`src/rtl/sqrt_square_reconstruct_pkg.sv`:
```
// Shared definitions for the sqrt reconstruct block: default widths
// and the FSM state encoding also used by the sqrt block and its bench.
package sqrt_square_reconstruct_pkg;

  localparam int ROOT_W_DEF = 5;
  localparam int X_W_DEF    = 8;
  localparam int PROD_W_DEF = 2 * ROOT_W_DEF;

  typedef enum logic [1:0] {
    ST_IDLE = 2'd0,
    ST_MULT = 2'd1,
    ST_ADD  = 2'd2,
    ST_FIN  = 2'd3
  } state_t;

  // Counter width for a ROOT_W-cycle loop, never narrower than one bit
  function automatic int cnt_width(input int root_w);
    return (root_w > 1) ? $clog2(root_w) : 1;
  endfunction

endpackage

```
`src/rtl/sqrt_square_reconstruct_if.sv`:
```
// Request/result bundle between a requester and the reconstruct block.
interface sqrt_square_reconstruct_if #(
  parameter int ROOT_W = 5,
  parameter int PROD_W = 2 * ROOT_W
);

  logic              START;
  logic [ROOT_W-1:0] ROOT_IN;
  logic [ROOT_W:0]   REM_IN;
  logic              BUSY;
  logic              DONE;
  logic [PROD_W-1:0] X_OUT;
  logic              OVF;
  logic              REM_ERR;

  modport master (
    output START, ROOT_IN, REM_IN,
    input  BUSY, DONE, X_OUT, OVF, REM_ERR
  );

  modport slave (
    input  START, ROOT_IN, REM_IN,
    output BUSY, DONE, X_OUT, OVF, REM_ERR
  );

endinterface

```
`src/rtl/sqrt_square_reconstruct_shift_add_step.sv`:
```
// One iteration of the shift-add multiply: conditionally add the
// current multiplicand, then move both operands by one bit position.
module sqrt_shift_add_step #(
  parameter int ROOT_W = 5,
  parameter int PROD_W = 2 * ROOT_W
) (
  input  logic [PROD_W-1:0] acc_in,
  input  logic [PROD_W-1:0] mcand_in,
  input  logic [ROOT_W-1:0] mplier_in,
  output logic [PROD_W-1:0] acc_out,
  output logic [PROD_W-1:0] mcand_out,
  output logic [ROOT_W-1:0] mplier_out
);

  // Partial product add, gated by the current multiplier LSB
  always_comb begin
    acc_out    = mplier_in[0] ? (acc_in + mcand_in) : acc_in;
    mcand_out  = mcand_in << 1;
    mplier_out = mplier_in >> 1;
  end

endmodule

```
`src/rtl/sqrt_square_reconstruct.sv`:
```
// Rebuilds X = ROOT*ROOT + REM with a one-bit-per-cycle shift-add
// multiply, flagging results outside the radicand domain and illegal
// remainders.
module sqrt_square_reconstruct
  import sqrt_square_reconstruct_pkg::*;
#(
  parameter int ROOT_W = ROOT_W_DEF,
  parameter int X_W    = X_W_DEF,
  parameter int PROD_W = 2 * ROOT_W
) (
  input  logic                        CLK,
  input  logic                        RST,
  sqrt_square_reconstruct_if.slave    bus
);

  localparam int CNT_W = cnt_width(ROOT_W);

  state_t            state_q;
  logic [PROD_W-1:0] acc_q;
  logic [PROD_W-1:0] mcand_q;
  logic [ROOT_W-1:0] mplier_q;
  logic [ROOT_W-1:0] root_q;
  logic [ROOT_W:0]   rem_q;
  logic [CNT_W-1:0]  cnt_q;
  logic              carry_q;
  logic              rem_err_q;

  logic              busy_q;
  logic              done_q;
  logic [PROD_W-1:0] x_out_q;
  logic              ovf_q;
  logic              rem_err_out_q;

  logic [PROD_W-1:0] step_acc;
  logic [PROD_W-1:0] step_mcand;
  logic [ROOT_W-1:0] step_mplier;
  logic [PROD_W:0]   add_sum;
  logic              rem_illegal;

  sqrt_shift_add_step #(
    .ROOT_W (ROOT_W),
    .PROD_W (PROD_W)
  ) u_step (
    .acc_in     (acc_q),
    .mcand_in   (mcand_q),
    .mplier_in  (mplier_q),
    .acc_out    (step_acc),
    .mcand_out  (step_mcand),
    .mplier_out (step_mplier)
  );

  // Remainder add keeps its carry so a wrapped result still reports OVF
  always_comb begin
    add_sum     = {1'b0, acc_q} + (PROD_W + 1)'(rem_q);
    rem_illegal = ({1'b0, rem_q} > {1'b0, root_q, 1'b0});
  end

  // Control FSM with operand/accumulator registers and registered outputs
  always_ff @(posedge CLK) begin
    if (RST) begin
      state_q       <= ST_IDLE;
      acc_q         <= '0;
      mcand_q       <= '0;
      mplier_q      <= '0;
      root_q        <= '0;
      rem_q         <= '0;
      cnt_q         <= '0;
      carry_q       <= 1'b0;
      rem_err_q     <= 1'b0;
      busy_q        <= 1'b0;
      done_q        <= 1'b0;
      x_out_q       <= '0;
      ovf_q         <= 1'b0;
      rem_err_out_q <= 1'b0;
    end else begin
      done_q <= 1'b0;
      case (state_q)
        ST_IDLE: begin
          // A request landing on the DONE cycle is dropped, not queued
          if (bus.START && !done_q) begin
            mcand_q  <= PROD_W'(bus.ROOT_IN);
            mplier_q <= bus.ROOT_IN;
            root_q   <= bus.ROOT_IN;
            rem_q    <= bus.REM_IN;
            acc_q    <= '0;
            carry_q  <= 1'b0;
            cnt_q    <= CNT_W'(ROOT_W - 1);
            busy_q   <= 1'b1;
            state_q  <= ST_MULT;
          end
        end
        ST_MULT: begin
          acc_q    <= step_acc;
          mcand_q  <= step_mcand;
          mplier_q <= step_mplier;
          if (cnt_q == '0) begin
            state_q <= ST_ADD;
          end else begin
            cnt_q <= cnt_q - 1'b1;
          end
        end
        ST_ADD: begin
          acc_q     <= add_sum[PROD_W-1:0];
          carry_q   <= add_sum[PROD_W];
          rem_err_q <= rem_illegal;
          state_q   <= ST_FIN;
        end
        ST_FIN: begin
          x_out_q       <= acc_q;
          ovf_q         <= (|acc_q[PROD_W-1:X_W]) | carry_q;
          rem_err_out_q <= rem_err_q;
          done_q        <= 1'b1;
          busy_q        <= 1'b0;
          state_q       <= ST_IDLE;
        end
        default: state_q <= ST_IDLE;
      endcase
    end
  end

  assign bus.BUSY    = busy_q;
  assign bus.DONE    = done_q;
  assign bus.X_OUT   = x_out_q;
  assign bus.OVF     = ovf_q;
  assign bus.REM_ERR = rem_err_out_q;

endmodule
```
`src/flat_wrapper.sv`:
```
// flat-port wrapper written by rule: the top's interface ports become plain ports
module sqrt_square_reconstruct_flat import sqrt_square_reconstruct_pkg::*;
#(
  parameter int ROOT_W = ROOT_W_DEF,
  parameter int X_W    = X_W_DEF,
  parameter int PROD_W = 2 * ROOT_W
)
  (CLK, RST, bus_START, bus_ROOT_IN, bus_REM_IN, bus_BUSY, bus_DONE, bus_X_OUT, bus_OVF, bus_REM_ERR);
  sqrt_square_reconstruct_if #(.ROOT_W(ROOT_W), .PROD_W(PROD_W)) bus_i ();
  input  logic CLK;
  input  logic RST;
  input wire logic [$bits(bus_i.START)-1:0] bus_START;
  input wire logic [$bits(bus_i.ROOT_IN)-1:0] bus_ROOT_IN;
  input wire logic [$bits(bus_i.REM_IN)-1:0] bus_REM_IN;
  output wire logic [$bits(bus_i.BUSY)-1:0] bus_BUSY;
  output wire logic [$bits(bus_i.DONE)-1:0] bus_DONE;
  output wire logic [$bits(bus_i.X_OUT)-1:0] bus_X_OUT;
  output wire logic [$bits(bus_i.OVF)-1:0] bus_OVF;
  output wire logic [$bits(bus_i.REM_ERR)-1:0] bus_REM_ERR;
  assign bus_i.START = bus_START;
  assign bus_i.ROOT_IN = bus_ROOT_IN;
  assign bus_i.REM_IN = bus_REM_IN;
  assign bus_BUSY = bus_i.BUSY;
  assign bus_DONE = bus_i.DONE;
  assign bus_X_OUT = bus_i.X_OUT;
  assign bus_OVF = bus_i.OVF;
  assign bus_REM_ERR = bus_i.REM_ERR;
  sqrt_square_reconstruct #(.ROOT_W(ROOT_W), .X_W(X_W), .PROD_W(PROD_W)) u_core (.CLK(CLK), .RST(RST), .bus(bus_i));
endmodule
```
`config.mk`:
```
export PLATFORM = sky130hd
export DESIGN_NAME = sqrt_square_reconstruct_flat
export DESIGN_NICKNAME = d
export VERILOG_FILES = /design/src/rtl/sqrt_square_reconstruct_pkg.sv /design/src/rtl/sqrt_square_reconstruct_if.sv /design/src/rtl/sqrt_square_reconstruct_shift_add_step.sv /design/src/rtl/sqrt_square_reconstruct.sv /design/src/flat_wrapper.sv
export SDC_FILE = /design/constraint.sdc
export NUM_CORES = 1
export LEC_CHECK = 0
export CORE_MARGIN = 2
export CORE_UTILIZATION = 25
export DETAILED_ROUTE_END_ITERATION = 16
export PLACE_DENSITY = 0.48
export SLEW_MARGIN = 25
export SYNTH_ARGS = -nofsm -noshare
export SYNTH_HDL_FRONTEND = slang
export SYNTH_SLANG_ARGS = --single-unit
```
`constraint.sdc`:
```
create_clock -name CLK -period 2.3 [get_ports CLK]
set_input_delay 0.46 -clock CLK [delete_from_list [all_inputs] [get_ports CLK]]
set_output_delay 0.46 -clock CLK [all_outputs]
set_load 0.02 [all_outputs]
```
==> metrics.md, run 1 <==
| Metric | Value |
|---|---|
| Status | completed |
| Post-Synthesis Net Count | between 400 and 500 |
| Number of global-route vias before repair | about 2600 |
| Yosys cell types | 50 |
| Synth async-reset ratio | 0% |
| First-pass GRT wire length | between 10 and 15 mm |
| Synth Area per Inst | 8.39 um^2 |
| Global Route Usage Sum | about an eighth |
| Clock Root Buffer | clkbuf_16 |
| Main combinational cell family by area after synthesis | compound AO/OA/AOI/OAI gates |
| Number of enable flip-flop cells after synthesis | 0 |
| Antenna-violating nets left | 0 |
| Fmax | ~460 MHz |
| Crit-path max FO | 3 |
| XOR/XNOR Fraction of Synth Area | approximately 2.6% |
| Fin crit period | ~2.2 ns |
| Synth top area share | 37.0% |
| Clk slew on worst S/H paths | about 0.05 ns |
| Area Growth Syn to Fin | 26.9% |
| Hold EP | u_core.rem_err_q$_SDFFE_PP0P_ |
| Clk_skew | around 0.0061 ns |
| Hold Path Class | flop to flop |
| IO Pins | 28 |
| Iteration-0 DRC Markers | ~170 |
| Post-Synth Simple-Gate Area | a little under a fifth |
| DRC | 0 |
| Routability congestion estimate | 0.820 |
| Total power | between 3 and 4 mW |
| Sequential-to-total area share from yosys stat | 37.0% |
| Synth Area in Adders | 11.8% |
| ANT cells | 0 |
| Leakage | roughly 1.5 nW |
| DRT Pass-1 Iters | 4 |
| Mapped Area | around 3100 um^2 |
| CP endpoint kind | flop |
| Mux contribution to synthesized area | 3.89% |
| Complex-gate fraction of the synthesized area | about a fifth |
| Hold path startpoint | u_core.rem_err_q$_SDFFE_PP0P_ |
| Reg-to-Reg End | u_core.acc_q[8]$_SDFFE_PP0P_ |
| Ys flop type | dfxtp_1 |
| Synth top area cells | dfxtp_1, ha_1, nor2_1 |
| Reg-to-reg startpoint | u_core.rem_q[0]$_SDFFE_PP0P_ |
| Max-cap violations | 0 |
| M1 WL | approximately 3.8 mm |
| # rows | 40 |
| Drt wl/cell | 13.8 um |
| Die W | roughly 120 um |
| Die height | 115 um |
| Final setup vio count | 0 |
| Clock tree buffer depth | 2 |
| CTS H-tree depth | 3 |
| Highest metal used | met4 |
| Layout Nets | roughly 450 |
| Critical path arrival | around 2.4 ns |
| Maximum VDD drop | 0.000458 V |
| Met3 WL | ~360 um |
| Total gr overflow | 0 |
| Die area | ~13000 um^2 |
| CTS Buf Count | 9 |
| CP required | between 2 and 3 ns |
| Fraction of layout cells with a size suffix above 1 | a little under an eighth |
| Synth area leader | dfxtp_1 |
| Slew Limit Headroom | around 62% |
| Most frequent cells in the layout | dfxtp_1, nor2_1, nand2_1, a21oi_1, clkdlybuf4s50_1 |
| Seq cells post-synth | 57 |
| Worst R2R Setup Slack | between 0.1 and 0.15 ns |
| CTS Sinks | between 50 and 60 |
| FF-to-FF path depth | 10 |
| Pwr dens | just under 800 nW/um^2 |
| Setup TNS | 0 ns |
| # fillers | 1306 |
| HPWL after DPL | a little under 6 mm |
| Met2 WL post-DR | ~3.5 mm |
| Final Slew Violations | 0 |
| Crit path launch type | flop |
| Unrepaired setup endpoints after global routing | false |
| WHS Path Cells | 2 |
| Final Cycle Share | between 90 and 100% |
| Hold buffers post-CTS | 0 |
| DR vias/cell | approximately 4.9 |
| Post-Syn Instances | 368 |
| Initial antenna violation count | 0 |
| CTS tree | yes |
| Most common cell after layout, fill and taps aside | dfxtp_1 |
| Least-Margin Pin Slew | around 0.58 ns |
| Synth warnings | 0 |
| PortBufs | 27 |
| Total Wirelength | just under 8 mm |
| Largest net degree at the start of global routing | 29 |
| CP Class | flop to flop |
| Clock Latency Late Sink | 0.33 ns |
| Final hold violations | 0 |
| Core Region | between 10000 and 15000 um^2 |
| Starting density of the core | about a quarter |
| Vias | 2713 |
-- synth_stat cells, types with 2 or more instances --
cell / number
fa_1: 2
a22oi_1: 7
o21ai_1: 3
or4_1: 2
nor2_1: 45
nand3b_1: 2
a21o_1: 2
o211ai_1: 3
clkbuf_1: 13
o21a_1: 4
xnor2_1: 5
a21oi_1: 31
a32oi_1: 8
nor3_1: 9
xor2_1: 4
nand3_1: 4
a31oi_1: 2
a211oi_1: 13
buf_2: 2
inv_1: 17
nor2b_1: 8
buf_1: 4
o21ai_0: 8
ha_1: 26
nand2_1: 44
a221oi_1: 2
dfxtp_1: 57
nand2b_1: 7
a2bb2oi_1: 2
mux2i_1: 12
-- registers in the layout (all words and copies together), names as in the netlist --
name	cells
u_core.bus.X_OUT	10
u_core.acc_q	10
u_core.mcand_q	10
u_core.cnt_q	3
u_core.carry_q	1
u_core.bus.BUSY	1
u_core.bus.REM_ERR	1
u_core.rem_err_q	1
u_core.state_q	2
u_core.bus.OVF	1
u_core.root_q	5
u_core.rem_q	6
u_core.bus.DONE	1
u_core.mplier_q	5
-- where the power goes --
| part | internal, mW | switching, mW | total, mW | leakage [nW] |
|---|---|---|---|---|
| clock network | 0.774 | 0.424 | 1.20 | 0.129 |
| logic | 0.300 | 0.482 | 0.783 | 0.889 |
| registers | 1.07 | 0.0589 | 1.13 | 0.466 |
| total | 2.15 | 0.966 | 3.11 | 1.48 |
-- kinds of logic (layout without fill, tap and decap cells) --
family,after synthesis,count (layout)
xor gates and xnor gates,9,9
and+or+nand+nor,129,129
buffers and inverters,36,80
adders and majority gates,28,28
DFF,57,57
AOI/OAI and AO/OA,97,97
muxes,12,12
-- critical path, stage by stage (launching register included) --
cell and delay, ns:
dfxtp_1 0.33, ha_2 0.20, inv_1 0.07, fa_2 0.21, nor2b_1 0.06, o31a_1 0.26
o21ai_1 0.13, nand2b_1 0.10, and3_4 0.20, or3b_1 0.36, a31oi_1 0.16
-- how the worst max path moves through the flow --
stage / to / depth (start not counted) / startpoint / slack, ns
after floorplan: u_core.acc_q[9]$_SDFFE_PP0P_ / 8 / u_core.mcand_q[3]$_SDFFE_PP0P_ / 0.13
after global placement: u_core.acc_q[9]$_SDFFE_PP0P_ / 8 / bus_START / 0.06
after detailed placement: u_core.acc_q[9]$_SDFFE_PP0P_ / 8 / bus_START / 0.03
after CTS: u_core.acc_q[8]$_SDFFE_PP0P_ / 9 / u_core.acc_q[0]$_SDFFE_PP0P_ / 0.02
after global routing: u_core.acc_q[8]$_SDFFE_PP0P_ / 10 / u_core.rem_q[0]$_SDFFE_PP0P_ / 0.02
final: u_core.acc_q[8]$_SDFFE_PP0P_ / 10 / u_core.rem_q[0]$_SDFFE_PP0P_ / 0.14
-- what timing repair did --
| action | in CTS | in global routing |
|---|---|---|
| resized for setup | 0 | 11 |
| buffers inserted | 0 | 1 |
| hold endpoints to repair | 0 | 0 |
| endpoints found under the setup margin | 0 | 3 |
-- through the flow --
step / utilization [%] / hold WS, ns / instances / instance area, um^2 / setup WS [ns]
4_1_cts: 32.3 / 0.457 / 558 / 3880 / 0.0183
3_3_place_gp: 30.1 / 0.449 / 544 / 3620 / 0.0627
3_5_place_dp: 30.1 / 0.450 / 544 / 3620 / 0.0315
2_1_floorplan: - / 0.436 / 368 / 3090 / 0.130
6_report: 32.6 / 0.457 / 559 / 3920 / 0.139
5_1_grt: 32.6 / 0.479 / 559 / 3920 / 0.0168
-- layer usage --
layer | GRT usage, % | vias to the layer above
met1 | 17.1 | 1253
met5 | 0 | -
met3 | 3.53 | 10
met4 | 3.94 | 0
li1 | - | 1400
met2 | 20.0 | 50
-- area by class of cell --
class	count	area (um^2)	share of cell area (%)
Tap cell	147	184	4.69
Multi-Input combinational cell	275	1830	46.7
Timing Repair Buffer	49	430	11.0
Clock buffer	14	264	6.73
Inverter	17	63.8	1.63
Sequential cell	57	1150	29.2
Note: power is estimated with default switching activity, not from simulation.
==> run 2, diff against run 1 <==
- ABC_AREA: not set -> 1
- PLACE_DENSITY: 0.48 -> 0.47
- SLEW_MARGIN: 25 -> 5
==> metrics.md, run 2 <==
| Metric | Value |
|---|---|
| Most numerous cell in the Yosys netlist | nand2_1 |
| Post-Synthesis Net Count | slightly below 500 |
| Final Slew Violations | 0 |
| Synth area leader | dfxtp_1 |
| DRC | 0 |
| Status | completed |
| Mapped Area | roughly 3200 um^2 |
| Synth top area cells | dfxtp_1, nand2_1, ha_1 |
| Global Route Usage Sum | roughly 14% |
| Setup Buffers After CTS | 0 |
| Clock tree buffer depth | 2 |
| Starting density of the core | between 20% and 30% |
| Final setup vio count | 0 |
| Setup TNS | 0 ns |
| Sequential-to-total area share from yosys stat | around 36% |
| Die height | 117 um |
| Yosys cell types | 35 |
| Max-cap violations | 0 |
| Leakage | around 1.7 nW |
| CP endpoint kind | flop |
| # rows | approximately 40 |
| CP required | 2.56 ns |
| Vias | slightly above 3000 |
| Number of global-route vias before repair | between 2000 and 3000 |
| DR vias/cell | 4.62 |
| CP endpoint | u_core.acc_q[6]$_SDFFE_PP0P_ |
| Drt wl/cell | roughly 14 um |
| CTS H-tree depth | 3 |
| Crit path max-delay family | adder cells |
| Routability congestion estimate | roughly 0.89 |
| Least-Margin Pin Slew | roughly 0.38 ns |
| Most frequent cells in the layout | nand2_1, dfxtp_1, a21oi_1, inv_1 |
| Slowest stage cell, crit path | dfxtp_1 |
| Largest net degree at the start of global routing | 29 |
| Critical path arrival | about 2.2 ns |
| # resized after CTS | 0 |
| Clock Latency Late Sink | roughly 0.32 ns |
| DRT Pass-1 Iters | 4 |
| Synth Area per Inst | 7.11 um^2 |
| Maximum VDD drop | 0.000503 V |
| Synth warnings | 0 |
| CTS Sinks | 57 |
| Core Region | 12500 um^2 |
| Fmax | 521 MHz |
| IO Pins | 28 |
| Number of enable flip-flop cells after synthesis | 0 |
| ANT cells | 0 |
| First-pass GRT wire length | 14.7 mm |
| CP Cell Sequence | ha_1 -> inv_1 -> fa_1 -> inv_1 -> nand3_1 -> nand2_1 -> nand3_1 -> nand3b_1 -> nand3_1 -> nand2_1 -> nand2_1 -> a21oi_1 |
| Worst R2R Setup Slack | approximately 0.38 ns |
| Crit path launch type | flop |
| Unrepaired setup endpoints after global routing | false |
| Reg-to-reg startpoint | u_core.acc_q[0]$_SDFFE_PP0P_ |
| PortBufs | 27 |
| Clk slew on worst S/H paths | roughly 0.050 ns |
| Total gr overflow | 0 |
| WHS Path Cells | 2 |
| FF-to-FF path depth | 12 |
| CP Launch Point | u_core.acc_q[0]$_SDFFE_PP0P_ |
| HPWL after DPL | approximately 6.9 mm |
| Clock Root Buffer | clkbuf_16 |
| Fin Hold WS | 0.460 ns |
| Initial antenna violation count | 0 |
| Fin crit period | just under 2 ns |
| Hold buffers post-CTS | 0 |
| Clk_skew | approximately 0.0057 ns |
| Die W | 117 um |
| Area Growth Syn to Fin | 24.9% |
| Total Wirelength | 9.10 mm |
| Reg-to-Reg End | u_core.acc_q[6]$_SDFFE_PP0P_ |
| Crit-path max FO | 4 |
| Final Cycle Share | between 80% and 90% |
| Synth top area share | between 30% and 40% |
| Slew Limit Headroom | around three quarters |
| Layout Nets | roughly 520 |
| Seq cells post-synth | between 50 and 60 |
| Synth async-reset ratio | 0% |
| Ys flop type | dfxtp_1 |
| Crit path buffers/inverters | 2 |
| Hold Path Class | flop to flop |
| CP Class | flop to flop |
| Final hold violations | 0 |
| Crit-path max cell delay | 0.39 ns |
| Commonest cells post-synth | nand2_1, dfxtp_1, a21oi_1 |
| Iteration-0 DRC Markers | between 150 and 200 |
| # fillers | roughly 1400 |
| Post-Syn Instances | 449 |
| Fraction of layout cells with a size suffix above 1 | about 7% |
| Antenna-violating nets left | 0 |
| Pwr dens | about 1000 nW/um^2 |
| Die area | between 10000 and 15000 um^2 |
| Critical Path Stages | 12 |
| CTS Buf Count | 9 |
| Most common cell after layout, fill and taps aside | nand2_1 |
| CTS tree | yes |
-- run 2: cell count changes after synthesis, sizes merged, moves of 6 or more --
cell	previous run	this run
a32oi	8	0
a21oi	31	51
nand2b	7	0
o21ai	11	35
nor3	9	0
inv	17	47
a22oi	7	0
nand2	44	118
nand3	4	28
nor2	45	36
a211oi	13	1
nor2b	8	0
a31oi	2	8
mux2i	12	0
-- run 2: layout make-up --
class,count,area (um^2),share of cell area (%)
Multi-Input combinational cell,329,1790,44.9
Timing Repair Buffer,36,350,8.79
Sequential cell,57,1140,28.6
Clock buffer,14,274,6.87
Tap cell,172,215,5.40
Clock inverter,2,35.0,0.879
Inverter,48,180,4.52
-- run 2: worst reg2reg max path, cell delays in order (launching register included) --
cell,delay [ns]
dfxtp_1,0.39
ha_1,0.23
inv_1,0.07
fa_1,0.39
inv_1,0.08
nand3_1,0.07
nand2_1,0.13
nand3_1,0.10
nand3b_1,0.10
nand3_1,0.07
nand2_1,0.06
nand2_1,0.04
a21oi_1,0.12
-- run 2: cell families after synthesis --
| family | share of synthesized area [%] |
|---|---|
| flip-flops | 35.8 |
| AO/OA/AOI/OAI | 18.2 |
| XOR/XNOR | 1.37 |
| AND/OR/NAND/NOR | 25.1 |
| buffers and inverters | 8.11 |
| adder cells (fa/ha/maj) | 11.4 |
-- run 2: per-stage QoR --
step | utilization (%) | total power [mW] | area (um^2) | std cells | worst slack, ns
2_1_floorplan | - | 2.29 | 3190 | 449 | 0.611
3_3_place_gp | 29.4 | 2.76 | 3680 | 642 | 0.287
3_5_place_dp | 29.4 | 2.77 | 3680 | 642 | 0.288
4_1_cts | 31.9 | 4.16 | 3990 | 658 | 0.392
5_1_grt | 31.9 | 4.38 | 3990 | 658 | 0.181
6_report | 31.9 | 4.09 | 3990 | 658 | 0.379
-- run 2: routing by layer --
| metal | vias to the layer above | share of wire, % | GRT usage [%] |
|---|---|---|---|
| met3 | 11 | 3.0 | 2.68 |
| met4 | 0 | 1.7 | 5.65 |
| met2 | 55 | 48 | 23.6 |
| met5 | - | 0 | 0 |
| met1 | 1416 | 47 | 18.4 |
| li1 | 1555 | - | - |
-- run 2: worst min-delay path by stage --
stage / startpoint / end / slack [ns]
after floorplan: u_core.cnt_q[0]$_SDFFE_PP0P_ / u_core.cnt_q[0]$_SDFFE_PP0P_ / 0.42
after global routing: u_core.cnt_q[0]$_SDFFE_PP0P_ / u_core.cnt_q[0]$_SDFFE_PP0P_ / 0.48
after global placement: u_core.cnt_q[0]$_SDFFE_PP0P_ / u_core.cnt_q[0]$_SDFFE_PP0P_ / 0.44
after detailed placement: u_core.root_q[3]$_SDFFE_PP0P_ / u_core.root_q[3]$_SDFFE_PP0P_ / 0.45
after CTS: u_core.root_q[3]$_SDFFE_PP0P_ / u_core.root_q[3]$_SDFFE_PP0P_ / 0.46
final: u_core.root_q[1]$_SDFFE_PP0P_ / u_core.root_q[1]$_SDFFE_PP0P_ / 0.46
-- run 2: power breakdown --
part	switching, mW	internal, mW
logic	0.916	0.494
registers	0.129	1.18
clock network	0.446	0.925
total	1.49	2.60
==> run 3, diff against run 2 <==
- PLACE_DENSITY: 0.47 -> 0.46
- clock period: 2.3 -> 1.9 ns (I/O delays scaled with it)
==> metrics.md, run 3 (same netlist as run 2, synthesis figures left out) <==
| Metric | Value |
|---|---|
| Post-Route Utilization | between 30% and 40% |
| Vias | between 3000 and 4000 |
| Drt wl/cell | about 13 um |
| Crit path launch type | flop |
| Clk slew on worst S/H paths | roughly 0.050 ns |
| Most common cell after layout, fill and taps aside | nand2_1 |
| Multi-input gate area | 1810 um^2 |
| Die area | 13700 um^2 |
| Clk_skew | ~0.0026 ns |
| Die W | 117 um |
| Clock tree buffer depth | 2 |
| CP Cell Sequence | ha_2 -> inv_1 -> fa_2 -> inv_1 -> nand3_1 -> nand2_2 -> nand2_1 -> nand2_1 -> nand2_1 -> nand3_1 -> nand2_1 -> nand2_1 -> a21oi_1 |
| Pwr dens | 1250 nW/um^2 |
| Switching part of the total power | 36.0% |
| Clock Latency Late Sink | roughly 0.33 ns |
| # rows | 41 |
| Critical path arrival | ~2 ns |
| Final hold violations | 0 |
| Iteration-0 DRC Markers | 113 |
| Number of global-route vias before repair | between 3000 and 4000 |
| Maximum VDD drop | 0.000633 V |
| # resized after CTS | 0 |
| Total Wirelength | 9.04 mm |
| Status | completed |
| Crit path max-delay family | simple AND/OR/NAND/NOR gates |
| Layout Nets | ~540 |
| Setup Buffers After CTS | 0 |
| M1 WL | 4.26 mm |
| Highest metal used | met4 |
| Leakage | about 1.8 nW |
| CP Class | flop to flop |
| Antenna-violating nets left | 0 |
| Final Cycle Share | 93.0% |
| FF-to-FF path depth | 13 |
| Met2 WL post-DR | approximately 4.2 mm |
| HPWL after DPL | around 6.8 mm |
| Die height | between 100 and 150 um |
| DR vias/cell | between 4 and 5 |
| Core Region | 12500 um^2 |
| DRC | 0 |
| Final Slew Violations | 0 |
| Reg-to-Reg End | u_core.acc_q[8]$_SDFFE_PP0P_ |
| Setup TNS | 0 ns |
| Global Route Usage Sum | between 10% and 20% |
| Crit path buffers/inverters | 2 |
| Initial antenna violation count | 0 |
| Worst R2R Setup Slack | 0.13 ns |
| First-pass GRT wire length | approximately 15 mm |
| Logic pwr share | roughly 37% |
| CTS Sinks | 57 |
| IO Pins | 28 |
| Fmax | 566 MHz |
| CTS tree | yes |
| CTS Buf Count | 9 |
| Starting density of the core | 25.5% |
| Crit-path max cell delay | 0.35 ns |
| Reg area | 1150 um^2 |
| CP required | between 2 and 2.5 ns |
| Met3 WL | approximately 460 um |
| Fraction of layout cells with a size suffix above 1 | between 10% and 20% |
| Total gr overflow | 0 |
| Sequential Power Share | around 30% |
| PortBufs | 27 |
| Slowest stage cell, crit path | dfxtp_1 |
| Most frequent cells in the layout | nand2_1, dfxtp_1, a21oi_1, inv_1, nor2_1 |
| CTS H-tree depth | 3 |
| WHS Path Cells | 1 |
| # fillers | 1370 |
| DRT Pass-1 Iters | 4 |
| Hold path startpoint | u_core.cnt_q[0]$_SDFFE_PP0P_ |
| Least-Margin Pin Slew | approximately 0.35 ns |
| Slew Limit Headroom | around 76% |
| Critical Path Stages | 13 |
| Crit-path max FO | 4 |
| Clock Root Buffer | clkbuf_16 |
| Routability congestion estimate | 0.887 |
| Cell repeated most along the worst path | nand2_1 |
| Area Growth Syn to Fin | 29.2% |
| CP endpoint kind | flop |
| Reg-to-reg startpoint | u_core.rem_q[0]$_SDFFE_PP0P_ |
| Hold EP | u_core.cnt_q[0]$_SDFFE_PP0P_ |
| Pint | between 3 and 4 mW |
| ANT cells | 0 |
| Final setup vio count | 0 |
| Largest net degree at the start of global routing | 29 |
| Clk pwr share | about 33% |
| Fin crit period | 1.77 ns |
| NetSw | 1.85 mW |
| Hold buffers post-CTS | 0 |
| Hold Path Class | flop to flop |
| Max-cap violations | 0 |
[run 3: final cells by class]
cell class / count / share of cell area (%)
Sequential cell: 57 / 27.9
Multi-Input combinational cell: 329 / 44.0
Timing Repair Buffer: 50 / 11.0
Clock buffer: 14 / 6.65
Clock inverter: 2 / 0.850
Tap cell: 172 / 5.22
Inverter: 48 / 4.37
[run 3: how the worst max path moves through the flow]
stage / slack (ns) / start / to
after floorplan: 0.21 / u_core.acc_q[0]$_SDFFE_PP0P_ / u_core.acc_q[6]$_SDFFE_PP0P_
after global placement: 0.08 / u_core.acc_q[0]$_SDFFE_PP0P_ / u_core.acc_q[8]$_SDFFE_PP0P_
after detailed placement: 0.04 / u_core.acc_q[0]$_SDFFE_PP0P_ / u_core.acc_q[8]$_SDFFE_PP0P_
after CTS: 0.03 / u_core.acc_q[0]$_SDFFE_PP0P_ / u_core.acc_q[6]$_SDFFE_PP0P_
after global routing: -0.01 / u_core.rem_q[0]$_SDFFE_PP0P_ / u_core.acc_q[6]$_SDFFE_PP0P_
final: 0.13 / u_core.rem_q[0]$_SDFFE_PP0P_ / u_core.acc_q[8]$_SDFFE_PP0P_
[run 3: per-stage QoR]
stage	setup slack (ns)	power [mW]	hold WS, ns	cell area, um^2	std cells
floorplan	0.211	2.77	0.422	3190	449
global placement	0.0796	3.50	0.438	3780	656
detailed placement	0.0443	3.50	0.444	3780	656
CTS	0.0305	5.21	0.451	4090	672
global route	-0.0105	5.50	0.473	4120	672
finish	0.134	5.14	0.452	4120	672
[run 3: routing by layer]
layer  track usage [%]  up-vias
met4              3.92        0
met3              3.76       10
li1                  -     1576
met2              24.1       41
met5                 0        -
met1              18.8     1400
[run 3: power by group through the flow]
stage / Sequential [mW] / Clock (mW) / Combinational (mW)
floorplan: 1.62 / 0 / 1.15
global placement: 1.60 / 0 / 1.90
detailed placement: 1.61 / 0 / 1.89
CTS: 1.59 / 1.72 / 1.90
global route: 1.62 / 1.77 / 2.12
finish: 1.59 / 1.67 / 1.88
